==> config.mk <==
export PLATFORM = sky130hd
export DESIGN_NAME = serial_frame_rx
export DESIGN_NICKNAME = d
export VERILOG_FILES = /design/src/rtl/serial_frame_rx.sv
export SDC_FILE = /design/constraint.sdc
export NUM_CORES = 1
export LEC_CHECK = 0
export CORE_MARGIN = 2
export CORE_UTILIZATION = 35
export DETAILED_ROUTE_END_ITERATION = 8
export HOLD_SLACK_MARGIN = 0.02
export PLACE_DENSITY_LB_ADDON = 0.1
export SYNTH_ARGS = -nofsm -noshare
export SYNTH_HDL_FRONTEND = slang
export SYNTH_SLANG_ARGS = --single-unit
==> constraint.sdc <==
create_clock -name CLK -period 4 [get_ports CLK]
set_input_delay 1.2 -clock CLK [delete_from_list [all_inputs] [get_ports CLK]]
set_output_delay 1.2 -clock CLK [all_outputs]
set_load 0.03 [all_outputs]
==> src/rtl/serial_frame_rx.sv <==
// Framed serial receiver: start bit (1), WIDTH data bits, stop bit (0), sampled on EN strobes.
// Good frames update PO with a one-cycle VALID pulse; a bad stop bit gives a one-cycle ERR pulse.
module serial_frame_rx #(
    parameter int WIDTH = 5
) (
    input  logic             CLK,
    input  logic             RST,
    input  logic             SI,
    input  logic             EN,
    input  logic             LR,
    output logic [WIDTH-1:0] PO,
    output logic             VALID,
    output logic             ERR,
    output logic             BUSY
);

    localparam int CNT_W = $clog2(WIDTH);

    typedef enum logic [1:0] {
        ST_IDLE = 2'd0,
        ST_DATA = 2'd1,
        ST_STOP = 2'd2
    } state_t;

    state_t             state_q, state_d;
    logic [WIDTH-1:0]   sh_q, sh_d;
    logic [CNT_W-1:0]   cnt_q, cnt_d;
    logic               lrl_q, lrl_d;
    logic [WIDTH-1:0]   po_q, po_d;
    logic               valid_q, valid_d;
    logic               err_q, err_d;

    always_ff @(posedge CLK) begin
        if (!RST) begin
            state_q <= ST_IDLE;
            sh_q    <= '0;
            cnt_q   <= '0;
            lrl_q   <= 1'b0;
            po_q    <= '0;
            valid_q <= 1'b0;
            err_q   <= 1'b0;
        end else begin
            state_q <= state_d;
            sh_q    <= sh_d;
            cnt_q   <= cnt_d;
            lrl_q   <= lrl_d;
            po_q    <= po_d;
            valid_q <= valid_d;
            err_q   <= err_d;
        end
    end

    // Everything holds between strobes; only the pulse outputs fall back to 0.
    always_comb begin
        state_d = state_q;
        sh_d    = sh_q;
        cnt_d   = cnt_q;
        lrl_d   = lrl_q;
        po_d    = po_q;
        valid_d = 1'b0;
        err_d   = 1'b0;
        if (EN) begin
            case (state_q)
                ST_IDLE: begin
                    if (SI) begin
                        state_d = ST_DATA;
                        cnt_d   = '0;
                        sh_d    = '0;
                        lrl_d   = LR;
                    end
                end
                ST_DATA: begin
                    if (lrl_q) begin
                        sh_d = {sh_q[WIDTH-2:0], SI};
                    end else begin
                        sh_d = {SI, sh_q[WIDTH-1:1]};
                    end
                    if (cnt_q == CNT_W'(WIDTH - 1)) begin
                        state_d = ST_STOP;
                    end else begin
                        cnt_d = cnt_q + 1'b1;
                    end
                end
                ST_STOP: begin
                    // A 1 here is a framing error, never a new start bit.
                    state_d = ST_IDLE;
                    if (SI) begin
                        err_d = 1'b1;
                    end else begin
                        po_d    = sh_q;
                        valid_d = 1'b1;
                    end
                end
                default: begin
                    state_d = ST_IDLE;
                end
            endcase
        end
    end

    assign PO    = po_q;
    assign VALID = valid_q;
    assign ERR   = err_q;
    assign BUSY  = (state_q != ST_IDLE);

endmodule

-- Word-level counts from Yosys, hierarchy flattened
Index checks and enable logic that the tools add are counted.
- word-level logic and storage cells: 35
- memories: 0
- output and inout bits: 8
- bits in read-only memories: 0
- latch bits: 0
- RAM bits: 0
- register bits: 18
- bits of input ports: 5
- bitwise logic cells: 1
- reduce and logical (&&, ||, !) cells: 9
- div/mod/pow operators: 0
- $lt $le $gt $ge: 0
- add/sub/neg operators: 1
- eq/ne operators: 6
- shift operators: 0
- muxes and demuxes: 11
- multiply operators: 0
- operator list (cell ; number):
    $reduce_and A3 Y1 ; 5
    $mux W5 ; 2
    $pmux W5 S2 ; 1
    $mux W3 ; 2
    $ne A2 B2 Y1 const B ; 3
    $pmux W3 S2 ; 1
    $mux W2 ; 2
    $pmux W2 S2 ; 1
    $reduce_and A4 Y1 ; 1
    $reduce_bool A2 Y1 ; 2
    $add A3 B1 Y3 const B ; 1
    $eq A3 B3 Y1 const B ; 1
    $eq A2 B1 Y1 const B ; 1
    $eq A2 B2 Y1 const B ; 1
    $logic_not A2 Y1 ; 1
    $mux W1 ; 2
    $not A1 Y1 ; 1

-- Logic depth before layout (Yosys ltp)
Gate-level depths: netlist (run 1).
- depth after elaboration: 3
- gate-level depth with buffers: 5

-- Worst setup path after synthesis (run 1)
OpenSTA, ideal clock, no wires.
- path type: input -> register
- from: in EN
- to: reg po_q[0], in the netlist PO[0]
- setup slack: 1825 ps
- setup time: 128 ps
- arrival time: 2048 ps
- stages on the path: 5
- required time: 3872 ps
- path buffers: 2
- cell sequence: clkbuf_1 -> and4bb_2 -> buf_2 -> mux2i_1 -> nor2_1
- word-level cells in the longest chain between the ends: 1
- RTL lines (element ; RTL line ; source):
    start: declaration ; 9 ; input logic EN,
    $reduce_and A3 Y1 (no line) ; -- ;
    end signal: assignment ; 47 ; po_q <= po_d;
    end: declaration ; 29 ; logic [WIDTH-1:0] po_q, po_d;
No other way between the ends.
A chain may end at the register's enable or synchronous reset.

-- Worst setup path in the final report (run 1)
- from: reg state_q[0]
- to: out BUSY
- word-level cells in the longest chain between the ends: 1
- RTL lines (element ; RTL line ; source):
    start: declaration ; 25 ; state_t state_q, state_d;
    start signal: assignment ; 43 ; state_q <= state_d;
    $reduce_bool A2 Y1 ; 104 ; assign BUSY = (state_q != ST_IDLE);
    end: declaration ; 14 ; output logic BUSY
No other way between the ends.

==> impl_metrics.toml, run 1 <==
[run_status]
status = "finished, final reports clean"

[sta]
tightest_slew_ns = 0.551
timing.slew.headroom_pct = 63.2
post-route-period-util_pct = 76.7
rsz0062_at_grt = "false"
final.setup.worst_slack_ns = 0.932
maxSlewViolCount = 0
fin_setup_tns_ns = 0
setup_viol = 0
worst_clock_skew_ns = 0.0103
report.final.hold_viol_count = 0
min_period_ns = 3.07
max_freq_mhz = 326

[yosys]
seq_area_frac_synth_pct = 40.1
async_reset_ff_share_pct = 0
synth_ff_type = "dfxtp_1"
synth_cell_types = 33
yosys_warnings = 0
yosys-top-cells-area = "dfxtp_1 (40%), mux2i_1 (5.6%), a21oi_1 (5.0%)"
yosys_register_bits = 18
syn_nets = 105
synth_cells = 98
syn_area_per_cell_sq_um = 9.18
synth_area_leader_cell = "dfxtp_1"
synth_edf_count = 0
netlist_area_sq_um = 900
yosysTopAreaCellShare_pct = 40.1

[global_routing]
grt_pass1_wl_um = 2960
track_usage_pct = 14.0
grt_overflow = 0
grt_pass1_vias = 601
grt_max_degree = 21
antenna_found_initial = 0

[clocking]
clk-insertion-delay-late_ns = 0.30
clock_sinks = 18
cts_hold_buf = 0
cts_buffers = 3
cts_tree = "done"
cts_buffer_depth = 2
clock-root-buffer = "clkbuf_4"
htree_levels = 1
clk_pin_slew_ns = 0.11
post_cts_resized = 0
cts_setup_buffers = 0

[detailed_routing]
highest_layer = "met3"
antenna_left = 0
dr_wl_met2_um = 797
num_vias = 706
via_per_inst = 5.19
routed_wl_um = 1780
wirelength_met1_um = 896
drtIter0Drc = 12
routedWlPerCell_um = 13.1
drc = 0
drt-pass1-iter-count = 4
routed-wl-met3_um = 86

[setup_path]
critPathKind = "reg2out"
cpPeakStageDelay_ns = 0.69
slowest_stage = "dfxtp_1"
endpoint_kind = "output pin"
crit_chain = "or2_2, clkdlybuf4s50_1"
crit_fanout = 20
crit_family = "flip-flops"
crit_buf_inv = 1
critical_path_required_ns = 2.80
start_kind = "flip-flop"
cp_data_arrival_time_ns = 1.87

[pwr]
seqPwrFrac_pct = 56.6
power_frac_clock_pct = 33.4
vdd_drop_max_mv = 0.347
internal-power_uw = 255
p_comb_share_pct = 9.9
powerDensity_nw_per_um2 = 320
p_leak_nw = 0.371
p_sw_uw = 82.2
sw_frac_of_total_pct = 24.4

[die]
die_h_um = 54.7
core_area_sq_um = 2450
io_pins = 13
start_util_pct = 36.6
num_rows = 18
fp.dieW_um = 54.7
die_area_sq_um = 2990

[run]
drv_cap = 0

[cells_and_area]
synthToLayoutAreaGrowth_pct = 17.1
final_nets = 114
num-fill-cells = 251
layout-drive-gt1-share_pct = 12.3
insertedDiodeCount = 0

[placement]
port_buffers = 12
gp_congestion = 0.725
place_worst_setup_slack_ns = 1.06
dp_hpwl_um = 1200

[min_path]
hold_class = "reg2reg"
[logic make-up after synthesis]
family	share of synthesized area, %
buffers and inverters	6.95
muxes	9.32
and+or+nand+nor	24.5
AOI/OAI and AO/OA	16.4
adders and majority gates	2.78
DFF	40.1
[worst min-delay path: cells and delay by family, from the launching register on]
kind	cells	cell delay [ns]
DFF	1	0.34
AOI/OAI and AO/OA	2	0.13
[cell type report]
class / instances / area, sq um / area share, %
Clock buffer: 4 / 36.3 / 3.44
Inverter: 6 / 22.5 / 2.14
Multi-Input combinational cell: 66 / 477 / 45.2
Sequential cell: 18 / 360 / 34.2
Tap cell: 30 / 37.5 / 3.56
Timing Repair Buffer: 12 / 120 / 11.4
[registers in the layout, indices dropped and copies added (netlist names)]
register,cells
cnt_q,3
sh_q,5
lrl_q,1
VALID,1
ERR,1
PO,5
state_q,2
[placed cells by master, fill, tap and decap left out, drive strengths merged, types with 3 or more instances in the layout]
master / Yosys / final
o31ai: 3 / 3
nor2b: 3 / 3
mux2: 3 / 3
nand4b: 3 / 3
clkdlybuf4s50: 0 / 12
o21ai: 5 / 5
inv: 6 / 6
a21oi: 9 / 9
clkbuf: 5 / 4
nor2: 8 / 8
dfxtp: 18 / 18
mux2i: 5 / 5
[cell usage after synthesis, drive strengths merged (3+ instances only)]
cell     n
mux2i    5
nor2     8
dfxtp   18
buf      3
nand4b   3
nor2b    3
o31ai    3
inv      6
mux2     3
o21ai    5
a21oi    9
clkbuf   5
[final timing paths]
path | from | to | slack (ns) | depth (start not counted)
hold reg to reg | cnt_q[1] | cnt_q[1] | 0.50 | 2
setup reg to reg | state_q[0] | cnt_q[1] | 2.31 | 3
setup / recovery | state_q[0] | BUSY | 0.93 | 2
hold / removal | cnt_q[1] | cnt_q[1] | 0.50 | 2
[power by group through the flow]
stage               Sequential (mW)  Clock, mW  Combinational (mW)
floorplan                     0.189          0              0.0297
global placement              0.195          0              0.0335
detailed placement            0.195          0              0.0333
CTS                           0.191      0.118              0.0338
global route                  0.192      0.127              0.0371
finish                        0.191      0.113              0.0335
[per-layer routing]
metal	track usage, %	up-vias
met2	20.6	12
met5	0	-
met1	19.1	327
met3	5.74	0
met4	2.50	0
li1	-	367
[through the flow]
step / cell area (sq um) / util [%] / hold slack, ns / std cells / total power, mW
6_report: 1050 / 42.9 / 0.502 / 136 / 0.337
5_1_grt: 1050 / 42.9 / 0.532 / 136 / 0.357
4_1_cts: 1050 / 42.9 / 0.506 / 136 / 0.343
3_5_place_dp: 1020 / 41.4 / 0.486 / 132 / 0.228
3_3_place_gp: 1020 / 41.4 / 0.473 / 132 / 0.228
2_1_floorplan: 900 / - / 0.461 / 98 / 0.219
Note: power is estimated with default switching activity, not from simulation.
==> inputs of run 2 (changes only) <==
- clock period: 4 -> 2.7 ns (I/O delays scaled with it)
==> run 2 against run 1 <==
Effect of this change:
- sequential share of layout area down 0.28 points
- cell area rose by 0.83%
- clock skew down 0.0080 ns
- non-clock buffer count increased by 3
- combinational power grew 81%
==> impl_metrics.toml, run 2 (synthesis gave the netlist of run 1 again) <==
[cells_and_area]
final_nets = 117
insertedDiodeCount = 0
final_common_cell = "dfxtp_1"
layout-drive-gt1-share_pct = 13.9
mostFrequentLayoutCells = "dfxtp_1 (18), clkdlybuf4s50_1 (12), a21oi_1 (9), nor2_1 (8), inv_1 (6)"
fin_area_sq_um = 1060
synthToLayoutAreaGrowth_pct = 18.1

[placement]
dp_hpwl_um = 1270
gp_congestion = 0.737
place_area_sq_um = 1040
port_buffers = 12

[die]
fp.dieW_um = 54.7
io_pins = 13
start_util_pct = 36.6
die_area_sq_um = 2990
num_rows = 18
core_area_sq_um = 2450
die_h_um = 54.7

[detailed_routing]
drc = 0
drt-pass1-iter-count = 4
via_per_inst = 5.28
antenna_left = 0
routedWlPerCell_um = 13.1
num_vias = 729
routed_wl_um = 1810
drtIter0Drc = 20

[global_routing]
antenna_found_initial = 0
grt_pass1_wl_um = 3000
track_usage_pct = 14.5
grt_pass1_vias = 653
grt_overflow = 0
grt_max_degree = 20

[clocking]
cts_setup_buffers = 0
cts_tree = "done"
clock_sinks = 18
htree_levels = 1
cts_buffers = 3
post_cts_resized = 0
clk_pin_slew_ns = 0.09
cts_hold_buf = 0
clk-insertion-delay-late_ns = 0.29
clock-root-buffer = "clkbuf_4"
cts_buffer_depth = 2

[setup_path]
crit_chain = "or2_2, clkdlybuf4s50_1"
endpoint_kind = "output pin"
crit_fanout = 12
cp_data_arrival_time_ns = 1.67
critical_path_required_ns = 1.89
start_kind = "flip-flop"
critPathKind = "reg2out"
cpPeakStageDelay_ns = 0.66
slowest_stage = "clkdlybuf4s50_1"

[pwr]
p_leak_nw = 0.379
vdd_drop_max_mv = 0.272
powerDensity_nw_per_um2 = 439

[sta]
post-route-period-util_pct = 92.0
tightest_slew_ns = 0.572
fin_setup_tns_ns = 0
rsz0062_at_grt = "false"
maxSlewViolCount = 0
timing.slew.headroom_pct = 61.7
max_freq_mhz = 403
worst_clock_skew_ns = 0.00225
report.final.hold_viol_count = 0
min_period_ns = 2.48
setup_viol = 0

[run_status]
status = "finished, final reports clean"

[min_path]
hold_class = "reg2reg"

[run]
drv_cap = 0
==> run 2: stage by stage <==
step                utilization [%]  instances  worst slack, ns  power (mW)  hold WS (ns)
global route                   43.3        138            0.108       0.495         0.532
finish                         43.3        138            0.217       0.466         0.500
CTS                            43.3        138            0.200       0.476         0.508
global placement               42.4        135            0.390       0.343         0.475
floorplan                         -         98            0.915       0.324         0.461
detailed placement             42.4        135            0.365       0.343         0.487
==> run 2: cell type report <==
class,instances,area (sq um)
Tap cell,30,37.5
Fill cell,262,1390
Multi-Input combinational cell,66,477
Clock buffer,3,22.5
Inverter,6,22.5
Sequential cell,18,360
Timing Repair Buffer,15,143
==> run 2: worst max-delay path: cells and delay by family, from the launching register on <==
family | cells | cell delay (ns)
and+or+nand+nor | 1 | 0.20
DFF | 1 | 0.53
buffers and inverters | 1 | 0.66
==> run 2: where the power goes <==
group | total, mW | internal [mW] | switching, mW
logic | 0.0607 | 0.0275 | 0.0332
clock network | 0.129 | 0.0519 | 0.0775
registers | 0.276 | 0.271 | 0.00516
total | 0.466 | 0.350 | 0.116
==> run 2: path summary, 6_finish.rpt <==
| check | slack (ns) | from | cells past startpoint | endpoint |
|---|---|---|---|---|
| max | 0.22 | state_q[1] | 2 | BUSY |
| max reg2reg | 1.12 | cnt_q[0] | 5 | cnt_q[1] |
| min reg2reg | 0.50 | cnt_q[1] | 2 | cnt_q[1] |
| min | 0.50 | cnt_q[1] | 2 | cnt_q[1] |
==> run 2: per-layer routing <==
metal	share of wire (%)	wire length [um]	global-route usage, %	vias up
met5	0	0	0	-
met4	0.83	15	5.00	0
met3	4.4	80	4.92	2
met2	45	817	22.6	12
met1	50	899	18.5	342
li1	-	-	-	373
==> inputs of run 3 (changes only) <==
- ABC_AREA: default -> 1
- CORE_ASPECT_RATIO: default -> 0.6
==> run 3 against run 2 <==
Effect of this change:
- synthesized area decreased by 6.7%
- setup slack improved by 0.055 ns
- largest power group unchanged
- worst hold slack got worse by 0.017 ns
- clock-buffer cell count increased by 1
- cell area decreased by 1.9%
- non-clock buffer count decreased by 3
- sequential power increased by 8.3%
- global-route usage decreased by 0.42 points
- sequential share of layout area increased by 0.65 points
- sequential cell count unchanged
- clock skew increased by 0.0046 ns
==> impl_metrics.toml, run 3 <==
[die]
die_area_sq_um = 2820
num_rows = 13
fp.dieW_um = 67.2
start_util_pct = 38.0
core_area_sq_um = 2210
io_pins = 13
die_h_um = 41.9

[global_routing]
antenna_found_initial = 0
use_met2_pct = 16.4
grtUsageMet1_pct = 21.6
grt_overflow = 0
grt_pass1_wl_um = 2900
top_usage_layer = "met1"
track_usage_pct = 14.1
grtUsageMet3_pct = 6.50
grt_max_degree = 17
grt_pass1_vias = 614

[sta]
maxSlewViolCount = 0
rsz0062_at_grt = "false"
report.final.hold_viol_count = 0
timing.slew.headroom_pct = 65.2
worst_clock_skew_ns = 0.00683
setup_viol = 0
fin_setup_tns_ns = 0
final.setup.worst_slack_ns = 0.272
min_period_ns = 2.43
post-route-period-util_pct = 89.9
max_freq_mhz = 412
tightest_slew_ns = 0.521

[cells_and_area]
fin_cells = 168
layout-drive-gt1-share_pct = 5.80
insertedDiodeCount = 0
synthToLayoutAreaGrowth_pct = 24.1
mostFrequentLayoutCells = "nand2_1 (38), nor2_1 (21), dfxtp_1 (18), inv_1 (14), clkdlybuf4s50_1 (12)"
fin_area_sq_um = 1040
final_common_cell = "nand2_1"
final_nets = 146

[clocking]
cts_hold_buf = 0
cts_buffer_depth = 2
clock_sinks = 18
clk_pin_slew_ns = 0.07
cts_buffers = 3
post_cts_resized = 0
cts_setup_buffers = 0
cts_tree = "done"
htree_levels = 1
clk-insertion-delay-late_ns = 0.26
clock-root-buffer = "clkbuf_8"

[detailed_routing]
routedWlPerCell_um = 10.8
drc = 0
num_vias = 767
antenna_left = 0
drt-pass1-iter-count = 4
via_per_inst = 4.57
drtIter0Drc = 56
routed_wl_um = 1810

[yosys]
synth_cells = 124
synth_edf_count = 0
async_reset_ff_share_pct = 0
yosysTopAreaCellShare_pct = 42.9
syn_nets = 131
yosys-top-cells-area = "dfxtp_1 (43%), nand2_1 (17%), nor2_1 (9.4%)"
synth_common_cells = "nand2_1 (38), nor2_1 (21), dfxtp_1 (18), inv_1 (14), a21oi_1 (9)"
netlist_area_sq_um = 840
seq_area_frac_synth_pct = 42.9
syn_area_per_cell_sq_um = 6.77
yosys_register_bits = 18
synth_area_leader_cell = "dfxtp_1"
yosys_warnings = 0
synth_ff_type = "dfxtp_1"
synth_cell_types = 14
post-synth-top-count-cell = "nand2_1"

[pwr]
powerDensity_nw_per_um2 = 611
vdd_drop_max_mv = 0.480
p_leak_nw = 0.451

[placement]
dp_hpwl_um = 1380
gp_congestion = 0.788
port_buffers = 12
dp.cells = 164
place_area_sq_um = 987
place_worst_setup_slack_ns = 0.556

[setup_path]
start_kind = "flip-flop"
critical_path_required_ns = 1.89
cp_data_arrival_time_ns = 1.62
critPathKind = "reg2out"
endpoint_kind = "output pin"
crit_fanout = 6

[min_path]
hold_class = "reg2reg"

[run_status]
status = "finished, final reports clean"

[run]
drv_cap = 0
## run 3: cell types whose count changed after synthesis, sizes merged, moves of 3 or more
cell / delta
o211ai: +4
nor2b: -3
nand2: +37
mux2: -3
nand4b: -3
inv: +8
clkbuf: -5
nor2: +16
o21ai: +3
mux2i: -5
o31ai: -3
nand3: +3
## run 3: cell type report
class	instances	area (sq um)
Sequential cell	18	360
Clock buffer	4	55.1
Multi-Input combinational cell	90	417
Timing Repair Buffer	12	120
Inverter	14	52.6
Fill cell	242	1170
Tap cell	30	37.5
## run 3: critical path, cell delays in order (launching register included)
cell             delay (ns)
dfxtp_1                0.47
nor2_1                 0.13
inv_1                  0.09
clkdlybuf4s50_1        0.67
## run 3: layer usage
metal	wire length (um)	share of wire, %
met1	963	53
met2	720	40
met3	122	6.8
met4	0	0
met5	0	0
## run 3: path summary, 6_finish.rpt
kind               from  slack (ns)  depth (start not counted)       to
min             sh_q[0]        0.48                          2  sh_q[0]
min reg2reg     sh_q[0]        0.48                          2  sh_q[0]
max reg2reg  state_q[0]        1.41                          6  sh_q[0]
max          state_q[1]        0.27                          3     BUSY
## run 3: through the flow
stage,hold slack (ns),power [mW],util (%)
after floorplan,0.443,0.384,-
after global routing,0.513,0.672,47.1
after CTS,0.489,0.644,47.1
after global placement,0.474,0.421,44.6
after detailed placement,0.478,0.421,44.6
final,0.483,0.637,47.1
## run 3: logic make-up after synthesis
group                    synth area share (%)
flip-flops                               42.9
AND/OR/NAND/NOR                          32.9
buffers and inverters                    7.45
AO/OA/AOI/OAI                            13.7
adder cells (fa/ha/maj)                  2.98
## run 3: power by group
part	total [mW]	internal, mW	leakage [nW]	switching (mW)
registers	0.299	0.283	0.147	0.0161
clock network	0.221	0.130	0.0288	0.0916
logic	0.117	0.0425	0.275	0.0740
